## src/rtl/alu_arbiter.sv

```systemverilog
// alu_arbiter: round-robin sharing of one registered 8-bit ALU between two valid/ready requesters
module alu_arbiter #(
    parameter int DATA_W     = 8,
    parameter int CTRL_W     = 3,
    parameter int FIXED_PRIO = 0
) (
    input  logic              clk,
    input  logic              rst_n,
    input  logic              req0_valid,
    output logic              req0_ready,
    input  logic [DATA_W-1:0] req0_a,
    input  logic [DATA_W-1:0] req0_b,
    input  logic [CTRL_W-1:0] req0_op,
    input  logic              req1_valid,
    output logic              req1_ready,
    input  logic [DATA_W-1:0] req1_a,
    input  logic [DATA_W-1:0] req1_b,
    input  logic [CTRL_W-1:0] req1_op,
    output logic              rsp0_valid,
    input  logic              rsp0_ready,
    output logic [DATA_W-1:0] rsp0_data,
    output logic              rsp0_zf,
    output logic              rsp0_cf,
    output logic              rsp1_valid,
    input  logic              rsp1_ready,
    output logic [DATA_W-1:0] rsp1_data,
    output logic              rsp1_zf,
    output logic              rsp1_cf,
    output logic [DATA_W-1:0] alu_a,
    output logic [DATA_W-1:0] alu_b,
    output logic [CTRL_W-1:0] alu_control,
    output logic              alu_execute,
    input  logic [DATA_W-1:0] alu_out,
    input  logic              alu_zf,
    input  logic              alu_cf,
    output logic              busy
);
    localparam logic [CTRL_W-1:0] OP_NOP = CTRL_W'(3'b101);
    typedef enum logic [1:0] {IDLE, ISSUE, CAPTURE, RESP} state_t;
    state_t            r_state;
    logic              r_last, r_owner, r_nop, r_exec, r_rv0, r_rv1, r_zf, r_cf;
    logic [DATA_W-1:0] r_a, r_b, r_data;
    logic [CTRL_W-1:0] r_op;
    logic              w_idle, w_gnt, w_acc, w_hs;
    logic [CTRL_W-1:0] w_op;
    // ready is gated by rst_n so every output reads 0 while reset is held
    assign w_idle = (r_state == IDLE) && rst_n;
    assign w_gnt  = (req0_valid && req1_valid) ? ((FIXED_PRIO != 0) ? 1'b0 : ~r_last) : req1_valid;
    assign w_acc  = w_idle && (req0_valid || req1_valid);
    assign w_op   = w_gnt ? req1_op : req0_op;
    assign w_hs   = r_owner ? rsp1_ready : rsp0_ready;
    assign req0_ready  = w_idle && req0_valid && !w_gnt;
    assign req1_ready  = w_idle && req1_valid && w_gnt;
    assign rsp0_valid  = r_rv0;
    assign rsp1_valid  = r_rv1;
    assign rsp0_data   = r_data;
    assign rsp1_data   = r_data;
    assign rsp0_zf     = r_zf;
    assign rsp1_zf     = r_zf;
    assign rsp0_cf     = r_cf;
    assign rsp1_cf     = r_cf;
    assign alu_a       = r_a;
    assign alu_b       = r_b;
    assign alu_control = r_op;
    assign alu_execute = r_exec;
    assign busy        = r_state != IDLE;
    always_ff @(posedge clk or negedge rst_n) begin
        if (!rst_n) begin
            r_state <= IDLE;
            r_last  <= 1'b1;
            r_owner <= 1'b0;
            r_nop   <= 1'b0;
            r_exec  <= 1'b0;
            r_rv0   <= 1'b0;
            r_rv1   <= 1'b0;
            r_zf    <= 1'b0;
            r_cf    <= 1'b0;
            r_a     <= '0;
            r_b     <= '0;
            r_op    <= '0;
            r_data  <= '0;
        end else begin
            case (r_state)
                IDLE: if (w_acc) begin
                    r_owner <= w_gnt;
                    r_a     <= w_gnt ? req1_a : req0_a;
                    r_b     <= w_gnt ? req1_b : req0_b;
                    r_op    <= w_op;
                    r_nop   <= w_op == OP_NOP;
                    r_exec  <= w_op != OP_NOP;
                    r_state <= ISSUE;
                end
                ISSUE: begin
                    r_exec  <= 1'b0;
                    r_state <= CAPTURE;
                end
                CAPTURE: begin
                    r_data  <= r_nop ? '0 : alu_out;
                    r_zf    <= !r_nop && alu_zf;
                    r_cf    <= !r_nop && alu_cf;
                    r_rv0   <= !r_owner;
                    r_rv1   <= r_owner;
                    r_state <= RESP;
                end
                RESP: if (w_hs) begin
                    r_rv0   <= 1'b0;
                    r_rv1   <= 1'b0;
                    r_last  <= r_owner;
                    r_state <= IDLE;
                end
                default: r_state <= IDLE;
            endcase
        end
    end
endmodule
```

## config.mk

```make
export PLATFORM = sky130hd
export DESIGN_NAME = alu_arbiter
export DESIGN_NICKNAME = d
export VERILOG_FILES = /design/src/rtl/alu_arbiter.sv
export SDC_FILE = /design/constraint.sdc
export NUM_CORES = 1
export LEC_CHECK = 0
export CORE_MARGIN = 8
export CORE_UTILIZATION = 40
export DETAILED_ROUTE_END_ITERATION = 10
export PLACE_DENSITY_LB_ADDON = 0.08
export SKIP_LAST_GASP = 1
export SLEW_MARGIN = 30
export SYNTH_ARGS = -nofsm -noshare
export SYNTH_HDL_FRONTEND = slang
export SYNTH_SLANG_ARGS = --single-unit
```

## constraint.sdc

```tcl
create_clock -name clk -period 1.8 [get_ports clk]
set_input_delay 0.36 -clock clk [delete_from_list [all_inputs] [get_ports clk]]
set_output_delay 0.36 -clock clk [all_outputs]
set_load 0.02 [all_outputs]
```

==> results.md, run 1 <==
- Status: completed
- Total iterations of the first detailed-routing run: 2
- Total Nets Final: 350
- Slew Viols, Final: 0
- CTS Sinks: 37
- Area growth from synthesis to layout: 60.01%
- Final HPWL DP: between 4000 and 5000 um
- Synth Instances: approximately 190
- RSZ-0062 raised after global routing: yes
- Synth warn: 0
- Synthesized net count: around 250
- FMAX: approximately 570 MHz
- Min cycle time layout: between 1500 and 2000 ps
- Global-route wire length before repair: ~8200 um
- Antenna Nets Post-Route: 0
- Mean Syn Cell Area: roughly 10 um^2
- Hold Buf Count CTS: 0
- Critical path class: input port to output pin
- DP Cell Count: around 340
- GP Congestion: between 0.7 and 0.8
- Least-Margin Pin Slew: 430.0 ps
- Critical Path Fanout Max: 3
- Clock slew at reported path FFs: 70 ps
- Max cap viols: 0
- Post-synth cell types: 29
- Relative slew margins: between 70% and 80%
- Die area: ~7200 um^2
- Root buf cell: clkbuf_8
- Initial Utilization: a little over 40%
- Finished Layout Cells: between 300 and 400
- Post-Syn Area: 1906 um^2
- Setup repair bufs after CTS: 0
- Endpoints failing setup: 0
- # IOs: a little under 100
- Grt ovf: 0
- Clk_lat worst skew: roughly 290 ps
- Buffers on Ports: 98
- Total wire length: about 5100 um
- Routed len/inst: between 10 and 15 um
- Seq/Total Area, Yosys: between 40% and 50%
- Longest Clk Path Bufs: 2
- Total track usage: 14.13%
- CTS H-tree lvls: 2
- Clk_skew: 4.231 ps
- Vias: approximately 1600
- Final Hold Viols: 0
- Residual DRC count: 0
- CTS Buf Count: 5
- Worst Path Arrival: approximately 1400 ps
- Rows: 25
- Tot Pwr: 0.004951 W
- CP Capture Type: output pin
- Layout cells sized above 1: 12.71%
- Width of the die: approximately 85 um
- Largest net degree at the start of global routing: 36
- Final period util: a little over nine tenths
- Fillers: 394
- Initial drt markers: 52
- CP startpoint kind: input port
- Core area: 4661 um^2
- Initial antenna violation count: 0
- Hold WC Path Type: input port to asynchronous set/reset pin
- Via density: approximately 4.7
- Final TNS setup: 0 ps
- Antenna diode count: 0
- CTS tree: built
- Die Y: around 85 um
- PwrDens: roughly 1600 nW/um^2
- Worst VDD drop: between 700 and 800 uV
- P_leak: about 1.4 nW
- Vias in the first global route: roughly 1700
- Post-synthesis register bit count: 37
- CP required: 1440 ps
-- worst paths after layout --
kind / from / to / slack (ps) / cells after the start
setup / recovery: req1_valid / req1_ready / 60 / 4
hold / removal: rst_n / r_state[1]$_DFFE_PN0P_ / 90 / 2
setup reg to reg: r_last$_DFFE_PN1P_ / r_nop$_DFFE_PN0P_ / 310 / 5
hold reg to reg: alu_a[6]$_DFFE_PN0P_ / alu_a[6]$_DFFE_PN0P_ / 480 / 2
max in group asynchronous: rst_n / r_state[0]$_DFFE_PN0P_ / 1250 / 2
min in group clk: alu_a[6]$_DFFE_PN0P_ / alu_a[6]$_DFFE_PN0P_ / 480 / 2
-- state kept, by name (all words and copies together) (netlist names) --
register / flops
alu_a: 8
alu_b: 8
rsp0_data: 8
alu_control: 3
r_state: 2
alu_execute: 1
r_last: 1
r_nop: 1
r_owner: 1
rsp0_cf: 1
rsp0_valid: 1
rsp0_zf: 1
rsp1_valid: 1
-- layer usage --
layer / vias up / GRT usage (%) / share of wire [%]
li1: 825 / - / -
met1: 742 / 16.59 / 44
met2: 53 / 23.72 / 49
met3: 5 / 5.212 / 6.9
met4: 0 / 3.398 / 0.59
met5: - / 0 / 0
-- final cells by class --
type                       count  area, um^2  area share (%)
timing repair buffer         116        1105           36.23
clock inverter                 1       7.507          0.2462
sequential                    37       927.1           30.41
clock buffer                   6       82.58           2.708
multi-input combinational    116       803.3           26.34
inverter                      15       56.30           1.847
tap                           54       67.56           2.216
-- what timing repair did --
item / CTS / global route
gates resized for setup: 13 / 3
pin swaps: 0 / 0
endpoints found under the hold margin: 0 / 0
endpoints found under the setup margin: 3 / 2
-- cells in the final DEF, fill, tap and decap left out, types with 3 or more instances in the layout --
master / netlist / layout
o21ai_0: 14 / 14
inv_1: 15 / 13
nand3b_1: 6 / 6
nor2_1: 4 / 4
a21oi_1: 3 / 3
mux2i_1: 22 / 22
dfrtp_1: 36 / 36
nand2_1: 26 / 26
clkdlybuf4s50_1: 0 / 94
ha_1: 5 / 4
buf_4: 10 / 19
clkbuf_8: 0 / 6
nor2b_1: 3 / 3
o21ai_1: 19 / 19
-- cell usage after synthesis --
cell,number,share of area [%]
and3b_1,1,0.46
a21boi_4,1,0.99
clkbuf_1,1,0.20
o21ai_1,19,5.0
ha_1,5,3.3
nand2_1,26,5.1
a21oi_1,3,0.79
mux2i_1,22,12
a21o_1,2,0.79
nand3b_1,6,2.4
dfstp_2,1,1.4
clkbuf_2,1,0.26
buf_2,5,1.3
inv_1,15,3.0
nor2_1,4,0.79
nor2b_1,3,0.99
a22oi_4,1,1.1
dfrtp_1,36,47
nand3_1,2,0.53
buf_4,10,3.9
o21ai_0,14,3.7
buf_6,2,1.2
a32o_1,1,0.53
nand4b_1,1,0.46
a32oi_1,1,0.46
o211ai_4,1,1.1
mux2_4,1,0.79
and3_1,1,0.33
nor3b_1,1,0.39
-- critical path: stages --
cell and delay [ps]:
clkdlybuf4s50_1 470, a21boi_4 180, and3_1 210, buf_4 150
-- cell families (layout without fill, tap and decap cells) --
group | Yosys count | in the layout | share of synthesized area (%)
flip-flops | 37 | 37 | 48.65
AO/OA/AOI/OAI | 43 | 43 | 14.44
multiplexers | 23 | 23 | 12.34
buffers and inverters | 34 | 138 | 9.848
adder cells (fa/ha/maj) | 5 | 5 | 3.283
AND/OR/NAND/NOR | 45 | 45 | 11.42
-- power by group --
group | switching [W] | internal (W)
registers | 0.000258 | 0.00123
clock network | 0.000288 | 0.000303
logic | 0.00143 | 0.00144
total | 0.00198 | 0.00297
-- through the flow --
| stage | hold WS, ps | utilization, % | setup WS (ps) | area, um^2 |
|---|---|---|---|---|
| floorplan | 64.41 | - | 219.6 | 1906 |
| global placement | 402.3 | 63.36 | -417.5 | 2953 |
| detailed placement | 401.2 | 63.36 | -422.6 | 2953 |
| CTS | 94.51 | 65.37 | 24.95 | 3047 |
| global route | 98.93 | 65.42 | -9.469 | 3049 |
| finish | 91.93 | 65.42 | 57.07 | 3049 |
Note: power is estimated with default switching activity, not from simulation.
==> run 2: changes to the inputs <==
- CORE_UTILIZATION: 40 -> 50
- DONT_BUFFER_PORTS: unset -> 1
==> run 2 against run 1 <==
Utilization is 9.5 points lower. Sequential share of layout area grew 15 points. Clock power up 25%. Clock skew rose by 2.5 ps. Global-route usage grew 1.0 points. Cell count shrank 33%. Setup slack improved by 13 ps. Clock-buffer cell count increased by 1. Register-to-register slack gained 40 ps. Routed wire length fell by 11%. Sequential cell count is the same. Critical path type is now flip-flop to output pin. Largest cell class is now registers.
==> results.md, run 2 (synthesis results as in run 1) <==
- Status: completed
- Fillers: 325
- Area of the multi-input gates: 810.8 um^2
- Vias in the first global route: 1410
- Longest Clk Path Bufs: 2
- Die area: 6043 um^2
- Total Nets Final: 242
- Critical path class: flip-flop to output pin
- Min cycle time layout: ~1700 ps
- Final period util: 96.11%
- Antenna diode count: 0
- Rows: 22
- End-of-flow core utilization: a little under three fifths
- Internal power: 0.002197 W
- Initial drt markers: 56
- Grt ovf: 0
- P_leak: just under 1 nW
- Sequential share of power: between 50% and 60%
- Max cap viols: 0
- Area growth from synthesis to layout: 7.354%
- Initial Utilization: ~52%
- Register area: a little over 900 um^2
- Least-Margin Pin Slew: approximately 430 ps
- Slew Viols, Final: 0
- Clock slew at reported path FFs: ~70 ps
- CP Capture Type: output pin
- Die Y: around 78 um
- Most frequent cells in the layout: dfrtp_1, nand2_1, mux2i_1, o21ai_1, o21ai_0
- Total iterations of the first detailed-routing run: 4
- Switching Share: roughly 45%
- GP Congestion: just under 0.7
- Antenna Nets Post-Route: 0
- Initial antenna violation count: 0
- Hold WC Path Type: input port to flip-flop
- Critical Path Fanout Max: 5
- Routed len/inst: 19.38 um
- CP required: roughly 1400 ps
- Width of the die: just under 80 um
- Placed Area: 1879 um^2
- DP Cell Count: about 220
- Root buf cell: clkbuf_8
- Final HPWL DP: ~3400 um
- Largest net degree at the start of global routing: 38
- Total wire length: around 4500 um
- Clock network power share: a little under a fifth
- Finished Layout Cells: approximately 230
- Total track usage: about 15%
- Design Area, Final: a little over 2000 um^2
- Via density: roughly 5.4
- Core area: approximately 3700 um^2
- Final Hold Viols: 0
- Worst VDD drop: just under 1000 uV
- FMAX: 578.1 MHz
- Endpoints failing setup: 0
- Relative slew margins: 71.38%
- Global-route wire length before repair: around 7300 um
- # IOs: between 90 and 100
- Worst Path Arrival: roughly 1400 ps
- CTS tree: built
- Layout cells sized above 1: between 10% and 20%
- CP startpoint kind: flip-flop
- CTS H-tree lvls: 2
- Most common cell after layout, fill and taps aside: dfrtp_1
- CTS Sinks: 37
- PwrDens: 1967 nW/um^2
- Clk_skew: between 6 and 7 ps
- Residual DRC count: 0
- Final TNS setup: 0 ps
- Gate power share: 28.2%
- Buffers on Ports: 0
- RSZ-0062 raised after global routing: no
- Clk_lat worst skew: a little under 300 ps
- CTS Buf Count: 5
- Switching power: roughly 0.0018 W
- Vias: ~1300
==> run 2: cell types whose count changed in the layout (fill, tap and decap cells not counted), sizes merged <==
cell / change
clkdlybuf4s50: -94
dlygate4sd3: +1
buf: -14
clkdlybuf4s15: -1
clkbuf: +1
bufinv: +1
clkinvlp: -1
==> run 2: repair_timing <==
action	in CTS	in global routing
buffers inserted	0	0
setup endpoints to repair	2	2
gates resized for setup	6	1
endpoints found under the hold margin	37	0
hold buffers	2	0
==> run 2: power groups by stage <==
stage | combinational (W) | clock (W) | sequential [W]
6_report | 0.00114 | 0.000736 | 0.00215
3_3_place_gp | 0.00102 | 0 | 0.00215
3_5_place_dp | 0.00110 | 0 | 0.00218
2_1_floorplan | 0.00119 | 0 | 0.00190
5_1_grt | 0.00132 | 0.000795 | 0.00222
4_1_cts | 0.00116 | 0.000758 | 0.00217
==> run 2: metrics by stage <==
stage	total power, W	hold WS (ps)	setup slack, ps
2_1_floorplan	0.003089	64.41	219.6
3_3_place_gp	0.003173	65.65	202.7
4_1_cts	0.004084	179.7	17.86
5_1_grt	0.004331	177.6	9.481
6_report	0.004024	192.0	70.11
3_5_place_dp	0.003278	65.70	132.5
==> run 2: area by class of cell <==
| type | count | share of cell area (%) |
|---|---|---|
| sequential | 37 | 45.32 |
| multi-input combinational | 116 | 39.63 |
| clock buffer | 7 | 4.220 |
| timing repair buffer | 8 | 3.670 |
| tap | 48 | 2.936 |
| inverter | 15 | 2.752 |
| clock inverter | 1 | 1.468 |
==> run 2: critical path, stage by stage, from the launching register on <==
cell,delay (ps)
dfrtp_1,420
inv_2,120
ha_4,170
buf_4,140
and3_4,230
==> run 2: final timing paths <==
check,startpoint,to,slack (ps),cells past startpoint
setup / recovery,r_state[0]$_DFFE_PN0P_,req1_ready,70,4
hold / removal,alu_out[6],rsp0_data[6]$_DFFE_PN0P_,190,2
setup reg to reg,r_state[0]$_DFFE_PN0P_,r_state[1]$_DFFE_PN0P_,350,5
hold reg to reg,r_last$_DFFE_PN1P_,r_last$_DFFE_PN1P_,570,2
max in group asynchronous,rst_n,r_last$_DFFE_PN1P_,1020,2
min in group asynchronous,rst_n,rsp0_zf$_DFFE_PN0P_,530,2
==> run 2: metal layers <==
metal / vias to the layer above / wire (um) / track usage (%)
li1: 611 / - / -
met1: 581 / 1780 / 16.32
met2: 58 / 2143 / 24.90
met3: 9 / 490 / 7.488
met4: 0 / 82 / 5.849
met5: - / 0 / 0
